File: config.mk
export PLATFORM = sky130hd
export DESIGN_NAME = cdc_led_ctrl
export DESIGN_NICKNAME = d
export VERILOG_FILES = /design/src/rtl/cdc_led_ctrl.sv
export SDC_FILE = /design/constraint.sdc
export NUM_CORES = 1
export LEC_CHECK = 0
export CORE_ASPECT_RATIO = 1.4
export CORE_MARGIN = 2
export CORE_UTILIZATION = 55
export DETAILED_ROUTE_END_ITERATION = 10
export PLACE_DENSITY = 0.73
export SYNTH_ARGS = -nofsm -noshare
export SYNTH_HDL_FRONTEND = slang
export SYNTH_SLANG_ARGS = --single-unit
File: constraint.sdc
create_clock -name clk_i -period 6.78 [get_ports clk_i]
set_clock_uncertainty 0.1 [all_clocks]
set_input_delay 1.017 -clock clk_i [delete_from_list [all_inputs] [get_ports clk_i]]
set_output_delay 1.017 -clock clk_i [all_outputs]
set_load 0.05 [all_outputs]
File: src/rtl/cdc_led_ctrl.sv
// ---------------------------------------------------------------------------
// cdc_led_ctrl
//
// Application-side consumer of the USB CDC byte streams. It parses ASCII
// colour commands from the CDC OUT stream, answers each finished or rejected
// command with a one-byte status on the CDC IN stream, and produces three
// 8-bit PWM signals for the RGB LED driver.
//
// Command syntax: <channel letter> <hex hi> <hex lo>
//   channel letters : 'R'/'r' = red, 'G'/'g' = green, 'B'/'b' = blue
//   hex digits      : '0'-'9', 'A'-'F', 'a'-'f' (first digit = high nibble)
//   responses       : 'K' on success, '?' on any malformed byte
//   CR, LF and space are ignored between commands.
//
// Ports:
//   clk_i        application clock
//   rstn_i       asynchronous active-low reset, released synchronously
//   out_data_i   byte from CDC OUT endpoint
//   out_valid_i  out_data_i valid
//   out_ready_o  block can accept out_data_i (low while a response is pending)
//   in_data_o    status byte to CDC IN endpoint
//   in_valid_o   in_data_o valid
//   in_ready_i   CDC accepts in_data_o
//   led_o        PWM outputs: [0] red, [1] green, [2] blue
//
// Parameters:
//   PWM_DIV   clk_i cycles per PWM counter step (1..65535)
//   TIMEOUT   idle cycles tolerated inside a partial command, 0 = disabled
//   DUTY_RST  reset duty of all channels
// ---------------------------------------------------------------------------
module cdc_led_ctrl #(
    parameter int unsigned PWM_DIV  = 64,
    parameter logic [23:0] TIMEOUT  = 24'd12000000,
    parameter logic [7:0]  DUTY_RST = 8'h00
) (
    input  logic       clk_i,
    input  logic       rstn_i,
    input  logic [7:0] out_data_i,
    input  logic       out_valid_i,
    output logic       out_ready_o,
    output logic [7:0] in_data_o,
    output logic       in_valid_o,
    input  logic       in_ready_i,
    output logic [2:0] led_o
);

    localparam logic [15:0] DIV_LAST = 16'(PWM_DIV - 1);
    localparam logic [7:0]  RESP_OK  = 8'h4B;  // 'K'
    localparam logic [7:0]  RESP_ERR = 8'h3F;  // '?'

    typedef enum logic [1:0] {
        S_IDLE = 2'd0,
        S_HI   = 2'd1,
        S_LO   = 2'd2
    } state_t;

    // -----------------------------------------------------------------------
    // Byte classification helpers
    // -----------------------------------------------------------------------
    function automatic logic is_hex(input logic [7:0] b);
        return ((b >= 8'h30) && (b <= 8'h39)) ||
               ((b >= 8'h41) && (b <= 8'h46)) ||
               ((b >= 8'h61) && (b <= 8'h66));
    endfunction

    // Letters 'A'-'F' and 'a'-'f' share the low nibble 1..6, so adding 9
    // yields 10..15 for both cases.
    function automatic logic [3:0] hex_val(input logic [7:0] b);
        if (b <= 8'h39) begin
            return b[3:0];
        end
        return b[3:0] + 4'd9;
    endfunction

    function automatic logic is_chan(input logic [7:0] b);
        return (b == 8'h52) || (b == 8'h72) ||
               (b == 8'h47) || (b == 8'h67) ||
               (b == 8'h42) || (b == 8'h62);
    endfunction

    function automatic logic [1:0] chan_idx(input logic [7:0] b);
        logic [1:0] idx;
        idx = 2'd0;
        case (b)
            8'h47, 8'h67: idx = 2'd1;
            8'h42, 8'h62: idx = 2'd2;
            default:      idx = 2'd0;
        endcase
        return idx;
    endfunction

    function automatic logic is_blank(input logic [7:0] b);
        return (b == 8'h0D) || (b == 8'h0A) || (b == 8'h20);
    endfunction

    // -----------------------------------------------------------------------
    // Registers
    // -----------------------------------------------------------------------
    state_t          state_q, state_d;
    logic [1:0]      ch_q, ch_d;
    logic [3:0]      hi_q, hi_d;
    logic            resp_valid_q, resp_valid_d;
    logic [7:0]      resp_data_q, resp_data_d;
    logic [23:0]     tmo_cnt_q, tmo_cnt_d;
    logic [15:0]     pre_cnt_q, pre_cnt_d;
    logic [7:0]      pwm_cnt_q, pwm_cnt_d;
    logic [2:0][7:0] pend_duty_q, pend_duty_d;
    logic [2:0][7:0] act_duty_q, act_duty_d;
    logic [2:0]      led_q, led_d;

    // -----------------------------------------------------------------------
    // Handshake and timeout qualifiers
    // -----------------------------------------------------------------------
    logic        take;
    logic        tick;
    logic        frame_end;
    logic        tmo_hit;
    logic [23:0] tmo_inc;

    // No byte is accepted while a response waits, which also guarantees that
    // a response is never overwritten before the host has taken it.
    assign out_ready_o = ~resp_valid_q;
    assign take        = out_valid_i & ~resp_valid_q;

    assign tmo_inc = tmo_cnt_q + 24'd1;
    // Fires on the idle cycle that would bring the counter up to TIMEOUT.
    assign tmo_hit = (TIMEOUT != 24'd0) && (state_q != S_IDLE) && !take &&
                     (tmo_inc == TIMEOUT);

    // -----------------------------------------------------------------------
    // FSM: state register
    // -----------------------------------------------------------------------
    always_ff @(posedge clk_i or negedge rstn_i) begin
        if (!rstn_i) begin
            state_q <= S_IDLE;
        end else begin
            state_q <= state_d;
        end
    end

    // -----------------------------------------------------------------------
    // FSM: next-state logic
    // -----------------------------------------------------------------------
    always_comb begin
        state_d = state_q;
        case (state_q)
            S_IDLE: begin
                if (take && is_chan(out_data_i)) begin
                    state_d = S_HI;
                end
            end
            S_HI: begin
                if (take) begin
                    state_d = is_hex(out_data_i) ? S_LO : S_IDLE;
                end else if (tmo_hit) begin
                    state_d = S_IDLE;
                end
            end
            S_LO: begin
                if (take || tmo_hit) begin
                    state_d = S_IDLE;
                end
            end
            default: state_d = S_IDLE;
        endcase
    end

    // -----------------------------------------------------------------------
    // FSM: outputs (operand latches, response, pending duty)
    // -----------------------------------------------------------------------
    always_comb begin
        ch_d         = ch_q;
        hi_d         = hi_q;
        resp_data_d  = resp_data_q;
        resp_valid_d = resp_valid_q & ~in_ready_i;
        pend_duty_d  = pend_duty_q;

        if (take) begin
            case (state_q)
                S_IDLE: begin
                    if (is_chan(out_data_i)) begin
                        ch_d = chan_idx(out_data_i);
                    end else if (!is_blank(out_data_i)) begin
                        resp_valid_d = 1'b1;
                        resp_data_d  = RESP_ERR;
                    end
                end
                S_HI: begin
                    if (is_hex(out_data_i)) begin
                        hi_d = hex_val(out_data_i);
                    end else begin
                        resp_valid_d = 1'b1;
                        resp_data_d  = RESP_ERR;
                    end
                end
                S_LO: begin
                    resp_valid_d = 1'b1;
                    if (is_hex(out_data_i)) begin
                        pend_duty_d[ch_q] = {hi_q, hex_val(out_data_i)};
                        resp_data_d       = RESP_OK;
                    end else begin
                        resp_data_d = RESP_ERR;
                    end
                end
                default: begin
                    resp_valid_d = resp_valid_q;
                end
            endcase
        end
    end

    // -----------------------------------------------------------------------
    // Partial-command timeout counter
    // -----------------------------------------------------------------------
    always_comb begin
        tmo_cnt_d = tmo_inc;
        if ((TIMEOUT == 24'd0) || (state_q == S_IDLE) || take || tmo_hit) begin
            tmo_cnt_d = 24'd0;
        end
    end

    // -----------------------------------------------------------------------
    // PWM timebase
    // -----------------------------------------------------------------------
    assign tick      = (pre_cnt_q == DIV_LAST);
    assign frame_end = tick && (pwm_cnt_q == 8'hFF);

    always_comb begin
        pre_cnt_d = tick ? 16'd0 : pre_cnt_q + 16'd1;
        pwm_cnt_d = tick ? pwm_cnt_q + 8'd1 : pwm_cnt_q;
        // Register-to-register copy: a pending write landing on the same edge
        // is picked up at the following frame boundary.
        act_duty_d = frame_end ? pend_duty_q : act_duty_q;
    end

    for (genvar gi = 0; gi < 3; gi++) begin : g_pwm
        assign led_d[gi] = (act_duty_q[gi] > pwm_cnt_q);
    end

    // -----------------------------------------------------------------------
    // Datapath registers
    // -----------------------------------------------------------------------
    always_ff @(posedge clk_i or negedge rstn_i) begin
        if (!rstn_i) begin
            ch_q         <= 2'd0;
            hi_q         <= 4'd0;
            resp_valid_q <= 1'b0;
            resp_data_q  <= 8'h00;
            tmo_cnt_q    <= 24'd0;
            pre_cnt_q    <= 16'd0;
            pwm_cnt_q    <= 8'd0;
            pend_duty_q  <= {3{DUTY_RST}};
            act_duty_q   <= {3{DUTY_RST}};
            led_q        <= 3'b000;
        end else begin
            ch_q         <= ch_d;
            hi_q         <= hi_d;
            resp_valid_q <= resp_valid_d;
            resp_data_q  <= resp_data_d;
            tmo_cnt_q    <= tmo_cnt_d;
            pre_cnt_q    <= pre_cnt_d;
            pwm_cnt_q    <= pwm_cnt_d;
            pend_duty_q  <= pend_duty_d;
            act_duty_q   <= act_duty_d;
            led_q        <= led_d;
        end
    end

    assign in_valid_o = resp_valid_q;
    assign in_data_o  = resp_data_q;
    assign led_o      = led_q;

endmodule

==> results_dict.tcl <==
set metrics [dict create \
    syn_to_final_growth_pct 9.85 \
    io_pins 25 \
    yosys_register_bits 111 \
    layout_commonest_cell "dfrtp_1" \
    synth.area.top_cells "dfrtp_1 47%, mux2_2 8.8%, ha_1 7.6%" \
    drt_iter0_drc 119 \
    ant_nets 0 \
    placed_area_um2 6200 \
    cts_setup_buffers 0 \
    grt.total_usage 0.210 \
    cp-end-kind "register" \
    clk_pin_slew_ps 70 \
    vias_per_cell 5.72 \
    synth_area_leader_cell "dfrtp_1" \
    wl_per_cell_um 16.1 \
    numClockSinks 111 \
    syn_avg_cell_area_um2 11.0 \
    remaining_drc_errors 0 \
    rsz0062_at_grt "false" \
    most-common-layout-cells "111 x dfrtp_1, 46 x mux2_2, 36 x ha_1" \
    syn_inst 534 \
    clock_latency_ps 350 \
    p_comb_frac 0.100 \
    switchingPower_mw 0.339 \
    arrival_ps 3700 \
    routed-via-count 3965 \
    startpoint_type "primary input" \
    grt_start_max_net_pins 66 \
    initial_core_util 0.566 \
    power_density_nw_per_um2 202 \
    whs_ps 377 \
    regArea_um2 2780 \
    total_power_mw 1.31 \
    p_seq_frac 0.528 \
    syn_area_um2 5890 \
    hold_path_depth 1 \
    place_ws_ps 2870 \
    cts_hold_buf 0 \
    synthArstFlopShare 1.00 \
    drv_slew 0 \
    die_h_um 126 \
    grt_pass1_wl_um 19600 \
    vdd_drop_max_mv 0.169 \
    cts_made_buffers 9 \
    run_status "complete, no violations" \
    leakagePower_nw 2.99 \
    fin_ws_ps 3210 \
    cap_viol_max_count 0 \
    crit_fanout 8 \
    synthFlopType "dfrtp_1" \
    antenna_found_initial 0 \
    period_minus_slack_ps 3570 \
    hold_viol 0 \
    clock_tree.root_cell "clkbuf_16" \
    io_buffer_count 23 \
    routed_wl_um 11100 \
    fin_util 0.622 \
    critical_path_required_ps 6910 \
    clkPwrFrac 0.372 \
    nNetsFinal 598 \
    swShare 0.259 \
    synth-seq-area-share 0.471 \
    place_inst 677 \
    synth.distinct_cells 58 \
    cts_max_path_buffers 2 \
    stdcell_count 693 \
    tritoncts "yes" \
    min_path_type "reg -> reg" \
    finalInstanceArea_um2 6470 \
    p_int_mw 0.969 \
    hpwl_um 8150 \
    drt_pre_antenna_iters 4 \
    yosysWarnings 0 \
    core_um2 10400 \
    multiInputGateArea_um2 2920 \
    worst_slew_pin_slew_ps 791 \
    fin_crit_sh 0.527 \
    final_layout_size_suffix_gt1_frac 0.151 \
    antenna_cells 0 \
    dieArea_um2 11600 \
    synthesis.nets 582 \
    setup_viol 0 \
    synth_edf_count 0 \
    htree_levels 3 \
    fmax_mhz 280 \
    relSlewSlack 0.468 \
    fillers 803 \
    path_class "in -> reg" \
    r2r_cells 6 \
    netlist.area_leader.share 0.471 \
    gp_congestion 0.898 \
    first_global_vias 4039 \
    fin_setup_tns_ps 0 \
    gr-total-overflow 0 \
    row_count 44 \
    die_x_um 91.5 \
    cts_resized 0 \
]
registers in the layout (all words and copies together), names as in the netlist:
| signal | cells |
|---|---|
| in_valid_o | 1 |
| hi_q | 4 |
| pend_duty_q | 24 |
| pre_cnt_q | 16 |
| in_data_o | 3 |
| act_duty_q | 24 |
| tmo_cnt_q | 24 |
| ch_q | 2 |
| pwm_cnt_q | 8 |
| led_o | 3 |
| state_q | 2 |
cells in the mapped netlist (all sizes together), types with 2 or more instances:
| master | instances |
|---|---|
| o21a | 4 |
| a31oi | 3 |
| and3 | 6 |
| a21o | 5 |
| nor4 | 9 |
| nand2b | 11 |
| nor2b | 8 |
| or3 | 4 |
| mux2i | 3 |
| and4 | 3 |
| nor3b | 2 |
| nor2 | 32 |
| nor3 | 16 |
| dfrtp | 111 |
| nor4b | 2 |
| mux2 | 54 |
| clkbuf | 7 |
| nand3 | 26 |
| or4 | 3 |
| o31ai | 2 |
| o22ai | 2 |
| or2 | 2 |
| buf | 14 |
| and2 | 2 |
| o31a | 4 |
| o21ai | 16 |
| a21oi | 16 |
| xor2 | 19 |
| inv | 20 |
| ha | 36 |
| xnor2 | 27 |
| and4b | 3 |
| nand2 | 33 |
| nand4 | 15 |
critical path, cell delays in order:
cell             delay, ps
clkdlybuf4s50_1        590
inv_1                  110
ha_1                   240
nor4b_1                150
a311oi_1               290
a41o_2                 230
nand2_4                 90
or4_1                  610
mux2_2                 350
cells by family (layout without fill, tap and decap cells):
group           Yosys count  after routing  share of synthesized area
xor+xnor                 46             46                     0.0684
other cells               1              1                   0.000636
mux                      57             57                      0.113
flops                   111            111                      0.471
compound gates           62             62                     0.0669
simple gates            180            180                      0.170
fa+ha+maj                36             36                     0.0764
buf+inv                  41             62                     0.0329
power by group through the flow:
stage | Clock, mW | Combinational, mW | Sequential [mW]
floorplan | 0 | 0.0713 | 0.709
global placement | 0 | 0.128 | 0.703
detailed placement | 0 | 0.131 | 0.704
CTS | 0.500 | 0.132 | 0.691
global route | 0.526 | 0.143 | 0.693
finish | 0.486 | 0.131 | 0.691
worst paths after layout:
kind | slack [ps] | to | startpoint
max reg2reg | 3580 | state_q[0] | tmo_cnt_q[0]
min reg2reg | 380 | pwm_cnt_q[3] | pwm_cnt_q[3]
max | 3210 | pend_duty_q[19] | out_data_i[0]
min in group asynchronous | 560 | pre_cnt_q[15] | rstn_i
max in group asynchronous | 4810 | state_q[0] | rstn_i
min | 380 | pwm_cnt_q[3] | pwm_cnt_q[3]
area by class of cell:
class | count | share of cell area
inverter | 20 | 0.0116
tap | 138 | 0.0267
clock buffer | 10 | 0.0354
clock inverter | 6 | 0.00734
timing repair buffer | 26 | 0.0386
multi-input combinational | 382 | 0.451
sequential | 111 | 0.429
per-layer routing:
layer  GRT usage  wire length (µm)
met1       0.254              4690
met2       0.368              5880
met3      0.0398               256
met4      0.0847               312
met5           0                 0
Note: power is estimated with default switching activity, not from simulation.
